===== src/rtl/cla_pkg.sv =====
// -----------------------------------------------------------------------------
// cla_pkg
// Shared definitions for the carry-lookahead adder.
//   GROUP_W      width of one lookahead group (4 bits)
//   grp_vec_t    one group's worth of propagate/generate/carry bits
//   grp_pg_t     group-level generate (gg) / propagate (gp) pair
//   grp_terms()  computes gg/gp of a 4-bit group from its per-bit p/g
// Optional feature macro used by the adder: CLA_OVF_EN (adds an ovf output).
// -----------------------------------------------------------------------------
package cla_pkg;

    localparam int GROUP_W = 4;

    typedef logic [GROUP_W-1:0] grp_vec_t;

    typedef struct packed {
        logic gg;
        logic gp;
    } grp_pg_t;

    // Group generate is fully expanded so it does not depend on the group's
    // internal carries; group propagate is the AND of all bit propagates.
    function automatic grp_pg_t grp_terms(input grp_vec_t p, input grp_vec_t g);
        grp_pg_t r;
        r.gp = &p;
        r.gg = g[3]
             | (p[3] & g[2])
             | (p[3] & p[2] & g[1])
             | (p[3] & p[2] & p[1] & g[0]);
        return r;
    endfunction

endpackage


===== src/rtl/cla_group4.sv =====
// -----------------------------------------------------------------------------
// cla_group4
// Combinational 4-bit carry-lookahead group. Every internal carry is expanded
// directly from the group's p/g and its carry-in, so there is no ripple path
// inside the group.
// Ports:
//   p   in  4  per-bit propagate (a ^ b)
//   g   in  4  per-bit generate  (a & b)
//   ci  in  1  carry into bit 0 of the group
//   c   out 4  carry into each bit of the group (c[0] = ci)
//   gg  out 1  group generate
//   gp  out 1  group propagate
// -----------------------------------------------------------------------------
module cla_group4
    import cla_pkg::*;
(
    input  logic [GROUP_W-1:0] p,
    input  logic [GROUP_W-1:0] g,
    input  logic               ci,
    output logic [GROUP_W-1:0] c,
    output logic               gg,
    output logic               gp
);

    grp_pg_t pg;

    assign c[0] = ci;
    assign c[1] = g[0]
                | (p[0] & ci);
    assign c[2] = g[1]
                | (p[1] & g[0])
                | (p[1] & p[0] & ci);
    assign c[3] = g[2]
                | (p[2] & g[1])
                | (p[2] & p[1] & g[0])
                | (p[2] & p[1] & p[0] & ci);

    assign pg = grp_terms(p, g);
    assign gg = pg.gg;
    assign gp = pg.gp;

endmodule


===== src/rtl/cla_adder_4bit.sv =====
// -----------------------------------------------------------------------------
// cla_adder_4bit
// Registered carry-lookahead adder: {cout, sum} = a + b + cin, one cycle of
// latency, one operation accepted per cycle, no backpressure.
// Built from WIDTH/4 cla_group4 blocks; group carries are chained with
// cgrp[k+1] = GG[k] | GP[k] & cgrp[k].
// Parameters:
//   WIDTH  operand width; must be a multiple of 4 and >= 4
// Ports:
//   clk        in   1      clock, rising edge
//   rst        in   1      synchronous active-high reset (priority over in_valid)
//   in_valid   in   1      operands valid this cycle
//   a, b       in   WIDTH  unsigned operands
//   cin        in   1      carry-in
//   out_valid  out  1      outputs hold the result of last edge's operands
//   sum        out  WIDTH  registered sum
//   cout       out  1      registered carry out of bit WIDTH-1
//   ovf        out  1      registered signed overflow (only with CLA_OVF_EN)
// Configuration macro: CLA_OVF_EN adds the ovf output and its register.
// -----------------------------------------------------------------------------
module cla_adder_4bit
    import cla_pkg::*;
#(
    parameter int WIDTH = 4
) (
    input  logic             clk,
    input  logic             rst,
    input  logic             in_valid,
    input  logic [WIDTH-1:0] a,
    input  logic [WIDTH-1:0] b,
    input  logic             cin,
    output logic             out_valid,
    output logic [WIDTH-1:0] sum,
`ifdef CLA_OVF_EN
    output logic             ovf,
`endif
    output logic             cout
);

    localparam int NGRP = WIDTH / GROUP_W;

    generate
        if ((WIDTH % GROUP_W) != 0 || WIDTH < GROUP_W) begin : g_bad_width
            $error("cla_adder_4bit: WIDTH must be a multiple of 4 and >= 4");
        end
    endgenerate

    logic [WIDTH-1:0] p;
    logic [WIDTH-1:0] g;
    logic [WIDTH-1:0] c;
    logic [NGRP-1:0]  grp_gg;
    logic [NGRP-1:0]  grp_gp;
    logic [NGRP:0]    cgrp;

    logic [WIDTH-1:0] sum_d;
    logic             cout_d;
    logic [WIDTH-1:0] sum_q;
    logic             cout_q;
    logic             out_valid_q;

    assign p       = a ^ b;
    assign g       = a & b;
    assign cgrp[0] = cin;

    generate
        for (genvar k = 0; k < NGRP; k++) begin : g_grp
            cla_group4 u_grp (
                .p  (p[k*GROUP_W +: GROUP_W]),
                .g  (g[k*GROUP_W +: GROUP_W]),
                .ci (cgrp[k]),
                .c  (c[k*GROUP_W +: GROUP_W]),
                .gg (grp_gg[k]),
                .gp (grp_gp[k])
            );
            assign cgrp[k+1] = grp_gg[k] | (grp_gp[k] & cgrp[k]);
        end
    endgenerate

    assign sum_d  = p ^ c;
    assign cout_d = cgrp[NGRP];

    // Output register stage: data registers are also cleared by rst so the
    // outputs are never X after reset.
    always_ff @(posedge clk) begin
        if (rst) begin
            sum_q       <= '0;
            cout_q      <= 1'b0;
            out_valid_q <= 1'b0;
        end else begin
            out_valid_q <= in_valid;
            if (in_valid) begin
                sum_q  <= sum_d;
                cout_q <= cout_d;
            end
        end
    end

    assign sum       = sum_q;
    assign cout      = cout_q;
    assign out_valid = out_valid_q;

`ifdef CLA_OVF_EN
    // Signed overflow: carry into the sign bit differs from carry out of it.
    logic ovf_d;
    logic ovf_q;

    assign ovf_d = cgrp[NGRP] ^ c[WIDTH-1];

    always_ff @(posedge clk) begin
        if (rst) begin
            ovf_q <= 1'b0;
        end else if (in_valid) begin
            ovf_q <= ovf_d;
        end
    end

    assign ovf = ovf_q;
`endif

endmodule


===== config.mk =====
export PLATFORM = sky130hd
export DESIGN_NAME = cla_adder_4bit
export DESIGN_NICKNAME = d
export VERILOG_FILES = /design/src/rtl/cla_pkg.sv /design/src/rtl/cla_group4.sv /design/src/rtl/cla_adder_4bit.sv
export SDC_FILE = /design/constraint.sdc
export NUM_CORES = 1
export LEC_CHECK = 0
export ABC_CLOCK_PERIOD_IN_PS = 2600
export BUFFER_PORTS_ARGS = -buffer_cell sky130_fd_sc_hd__buf_2
export CAP_MARGIN = 20
export CORE_AREA = 2 2 39 41
export DETAILED_ROUTE_END_ITERATION = 10
export DIE_AREA = 0 0 41 43
export SLEW_MARGIN = 5
export SYNTH_ARGS = -nofsm -noshare
export SYNTH_HDL_FRONTEND = slang
export SYNTH_SLANG_ARGS = --single-unit

===== constraint.sdc =====
create_clock -name clk -period 2.6 [get_ports clk]
set_input_delay 0.13 -clock clk [delete_from_list [all_inputs] [get_ports clk]]
set_output_delay 0.13 -clock clk [all_outputs]
set_load 0.01 [all_outputs]

==> flow_summary.toml, run 1 <==
[outcome]
status = "completed"

[grt]
grt_pass1_vias = 325
grt_pass1_wl_um = 1240
grt_max_degree = 12
overflow = 0
antenna_found_initial = 0
grt_use_total_pct = 10.6

[synth]
ys.flop_type = "dfxtp_1"
synth_edf_count = 0
synth.net_count = 61
yosysTopAreaCell = "dfxtp_1"
synth_adder_area_share_pct = 17.8
netlist_area_um2 = 394
synth_top_family_by_area = "compound AO/OA/AOI/OAI gates"
async_flop_share_pct = 0
synth_top_area_share_pct = 30.5
synth_seq_area_share_pct = 30.5
muxShareOfSynthArea_pct = 2.54
synth_seq_cells = 6
synth-xor-area-share_pct = 2.22
ys_warn_count = 0
yosysUniqueCellTypes = 24
synthTopCellsByCount = "dfxtp_1 (6), inv_1 (6), nor2_1 (5)"
synth.area.top_cells = "dfxtp_1 (30%), ha_1 (13%), inv_1 (5.7%)"
synth-simple-area-share_pct = 18.4
synth.avg_cell_area_um2 = 8.96
synth_compound_area_share_pct = 20.3
synthCells = 44

[cts]
htreeDepth = 1
cts_buffer_depth = 2
cts.repair.resized = 0
cts_root_buffer = "clkbuf_4"
cts_buffers = 3
clock-sinks = 6
postCtsHoldBufs = 0
cts_setup_buffers = 0
cts_tree = "built"
clkSlewWorstSetupHoldPaths_ps = 50
clk_latency_ps = 240

[route]
ant_nets = 0
dr_total_vias = 371
drt-total-wl_um = 806
routed_via_density = 4.76
first_pass_iters = 3
drtIter0Drc = 3
wl_per_cell_um = 10.3
drc_errors = 0

[worst_setup_path]
r2r-start = "cout"
rr_worst_depth = 3
cp_data_required_time_ps = 2730
cp-end-kind = "flip-flop"
worstSetupPathType = "input pin to flip-flop"
cp_data_arrival_time_ps = 1230
rrSetupSlack_ps = 1860
worstSetupStartpointType = "input pin"
r2r-end = "cout"
crit_fanout = 3

[hold_path]
hp-start = "rst"
hold_path_class = "input pin to flip-flop"
hold_depth = 2
min_to = "sum[1]"

[flow_run]
cap_viol_max_count = 0

[floorplanning]
coreArea_um2 = 1380
die_w_um = 41
num_rows = 14
dieArea_um2 = 1760
initial_utilization_pct = 28.5
io_pins = 18
die-height_um = 43

[sta]
rsz0062_at_grt = "no"
finalSetupViolCount = 0
fin_skew_ps = 0
tightest_slew_ps = 312
period_needed_ps = 1100
min_period_over_period_pct = 42.3
fmax_ghz = 0.909
slew-limit-headroom_pct = 79.0
fin_tns_setup_ps = 0
slew_violations = 0
fin_hold_ws_ps = 184
hold_violations = 0

[pwr]
vdd_drop_max_mv = 0.151
total_power_mw = 0.261
leakage_nw = 0.255
powerDensity_nw_per_um2 = 510

[final_layout]
final_cells = 78
area_growth_pct = 29.8
nets = 81
drive_gt1_share_pct = 37.1
diodes = 0

[placed_design]
gp_congestion = 0.737
portBuffers = 17
dp.cells = 75
place_hpwl_um = 656
[state kept, by name, indices dropped and copies added, names as in the netlist]
| signal | flops |
|---|---|
| out_valid | 1 |
| cout | 1 |
| sum | 4 |
[worst max-delay path: stages]
cell and delay, ps:
buf_2 100, ha_1 320, o21ai_0 290, nor2_1 80, o41a_1 310
[cell type report]
cell class	count	area, µm²
flip-flops and latches	6	120
inverters	6	22.5
well taps	16	20.0
repair buffers	17	85.1
fillers	157	872
multi-input cells	30	241
clock buffers	3	22.5
[stage by stage]
stage | setup WS (ps) | instance area [µm²] | utilization, %
3_5_place_dp | 1260 | 489 | 35.4
5_1_grt | 1430 | 512 | 37.0
6_report | 1500 | 512 | 37.0
2_1_floorplan | 1460 | 394 | -
3_3_place_gp | 1280 | 489 | 35.4
4_1_cts | 1520 | 512 | 37.0
[cell families after synthesis]
group | after synthesis
simple gates | 13
compound gates | 10
buf+inv | 8
flops | 6
fa+ha+maj | 5
xor+xnor | 1
mux | 1
[routing by layer]
metal	track usage, %	up-vias	wire [µm]
li1	-	195	-
met4	10.0	0	14
met1	12.3	163	364
met3	1.57	2	43
met5	0	-	0
met2	15.3	11	383
[power breakdown]
| group | switching (mW) | internal [mW] | leakage [nW] | total [mW] |
|---|---|---|---|---|
| Clock | 0.0344 | 0.0523 | 0.0138 | 0.0867 |
| Sequential | 0.00319 | 0.101 | 0.0497 | 0.104 |
| Combinational | 0.0369 | 0.0336 | 0.191 | 0.0705 |
| Total | 0.0745 | 0.187 | 0.255 | 0.261 |
[cells in the final DEF, fill, tap and decap left out, drive strengths merged, types with 2 or more instances in the layout]
cell type / count
nor2: 5
inv: 6
buf: 17
dfxtp: 6
ha: 4
a211oi: 2
clkbuf: 3
o21ai: 2
nor3b: 2
[how the worst max path moves through the flow]
stage               slack (ps)  cells after the start  start   end
finish                    1500                      5   a[1]  cout
global route              1430                      5   a[1]  cout
CTS                       1520                      5   a[1]  cout
detailed placement        1260                      5   a[1]  cout
global placement          1280                      5   a[1]  cout
floorplan                 1460                      4   a[1]  cout
Note: power is estimated with default switching activity, not from simulation.
==> inputs of run 2 (changes only) <==
- ABC_AREA: not set -> 1
- ABC_CLOCK_PERIOD_IN_PS: 2600 -> 900
- clock period: 2.6 -> 0.9 ns (I/O delays scaled with it)
==> flow_summary.toml, run 2 <==
[worst_setup_path]
worstSetupPathType = "input pin to flip-flop"
crit_fanout = 2
worstSetupStartpointType = "input pin"
cp_data_required_time_ps = 1040
rr_worst_depth = 4
crit_chain = "buf_2 > inv_1 > fa_1 > xnor2_1 > o21ai_1 > inv_1"
r2r-start = "sum[1]"
cp-end-kind = "flip-flop"
cp-endpoint = "sum[1]"
crit_top_cell = "inv_1"
cp_data_arrival_time_ps = 930
r2r-end = "sum[1]"
worst_path_max_delay_cell = "fa_1"
rrSetupSlack_ps = 270
startpoint = "a[0]"
critPathMaxStageDelay_ps = 420

[grt]
grt_use_total_pct = 12.4
grt_pass1_vias = 377
overflow = 0
grt_max_degree = 10
antenna_found_initial = 0
grt_pass1_wl_um = 1440

[route]
wl_met2_um = 376
drc_errors = 0
routed_via_density = 4.47
wl_met3_um = 86
top_layer = "met4"
wl_per_cell_um = 9.02
wl_met1_um = 347
drt-total-wl_um = 839
dr_total_vias = 416
ant_nets = 0
drtIter0Drc = 8
first_pass_iters = 4

[final_layout]
drive_gt1_share_pct = 33.8
largest_register_ff_count = 4
nets = 96
seqCellArea_um2 = 120
fillers = 152
final_cells = 93
multiInputGateArea_um2 = 243
area_growth_pct = 43.4
diodes = 0
final_core_util_pct = 40.1
final_cell_mix = "buf_2 (17), inv_1 (11), nor2_1 (9)"
final_common_cell = "buf_2"

[sta]
hold_violations = 0
fin_skew_ps = 0
fmax_ghz = 1.27
fin_tns_setup_ps = 0
rsz0062_at_grt = "no"
tightest_slew_ps = 177
min_period_over_period_pct = 87.8
finalSetupViolCount = 0
slew-limit-headroom_pct = 88.1
period_needed_ps = 790
worst_slack_ps = 110
slew_violations = 0

[placed_design]
place_hpwl_um = 689
gp_congestion = 0.691
dp.cells = 90
post-place-ws_ps = -171
portBuffers = 17

[cts]
cts_setup_buffers = 0
postCtsHoldBufs = 0
clock-sinks = 6
cts_buffer_depth = 2
cts_tree = "built"
htreeDepth = 1
clkSlewWorstSetupHoldPaths_ps = 50
clk_latency_ps = 240
cts_root_buffer = "clkbuf_4"
cts.repair.resized = 0
cts_buffers = 3

[hold_path]
hold_path_class = "input pin to flip-flop"

[floorplanning]
die-height_um = 43
die_w_um = 41
initial_utilization_pct = 27.9
num_rows = 14
io_pins = 18
dieArea_um2 = 1760
coreArea_um2 = 1380

[pwr]
powerDensity_nw_per_um2 = 1390
leakage_nw = 0.317
vdd_drop_max_mv = 0.469

[synth]
netlist_area_um2 = 387
synth_top_area_share_pct = 31.1
synth_edf_count = 0
synthTopCellsByCount = "inv_1 (11), nor2_1 (9), nand2_1 (8)"
yosysMostFrequentCell = "inv_1"
synth_seq_area_share_pct = 31.1
synthCells = 55
ys.flop_type = "dfxtp_1"
ys_warn_count = 0
synth.net_count = 72
yosysTopAreaCell = "dfxtp_1"
synth_seq_cells = 6
async_flop_share_pct = 0
synth.area.top_cells = "dfxtp_1 (31%), ha_1 (13%), inv_1 (11%)"
yosysUniqueCellTypes = 14
synth.avg_cell_area_um2 = 7.03

[flow_run]
cap_viol_max_count = 0

[outcome]
status = "completed"
==> run 2: changes by cell type after synthesis, sizes merged, moves of 2 or more <==
| cell | previous run | this run |
|---|---|---|
| nor2 | 5 | 9 |
| inv | 6 | 11 |
| a211oi | 2 | 0 |
| nand3 | 1 | 5 |
| nand2 | 0 | 9 |
| nor3b | 2 | 0 |
==> run 2: area by class of cell <==
cell class | instances | area share, %
sequential | 6 | 21.7
clock buffer | 3 | 4.06
timing repair buffer | 20 | 19.4
multi-input combinational | 37 | 43.8
inverter | 11 | 7.45
tap | 16 | 3.61
==> run 2: logic make-up after synthesis <==
group	share of synthesized area [%]
fa+ha+maj	18.1
flops	31.1
buf+inv	12.6
xor+xnor	2.27
simple gates	29.5
compound gates	6.47
==> run 2: worst min-delay path by stage <==
stage                     from   endpoint  slack [ps]  depth (start not counted)
after global placement     rst  out_valid         280                          2
final                      rst  out_valid          30                          2
after global routing       rst  out_valid          30                          2
after CTS                  rst  out_valid          30                          2
after floorplan            rst  out_valid         120                          1
after detailed placement   rst  out_valid         290                          2
==> run 2: critical path: cells and delay by family <==
kind                       cells  cell delay (ps)
buffers and inverters          3              180
xor gates and xnor gates       1              150
AOI/OAI and AO/OA              1              120
adders and majority gates      1              420
==> run 2: metal layers <==
metal  track usage (%)  up-vias
li1                  -      216
met2              17.5       20
met1              15.1      175
met3              3.14        5
met4              10.0        0
met5                 0        -
==> run 2: report_power, final <==
group | leakage (nW) | internal [mW] | switching (mW)
combinational | 0.254 | 0.110 | 0.114
clock | 0.0138 | 0.151 | 0.0969
sequential | 0.0499 | 0.289 | 0.00796
==> run 2: per-stage QoR <==
step / cell area, µm² / hold WS [ps] / power [mW]
floorplan: 412 / 117 / 0.441
CTS: 554 / 25.7 / 0.784
detailed placement: 532 / 286 / 0.528
global placement: 532 / 282 / 0.524
finish: 554 / 29.1 / 0.769
global route: 554 / 28.5 / 0.839
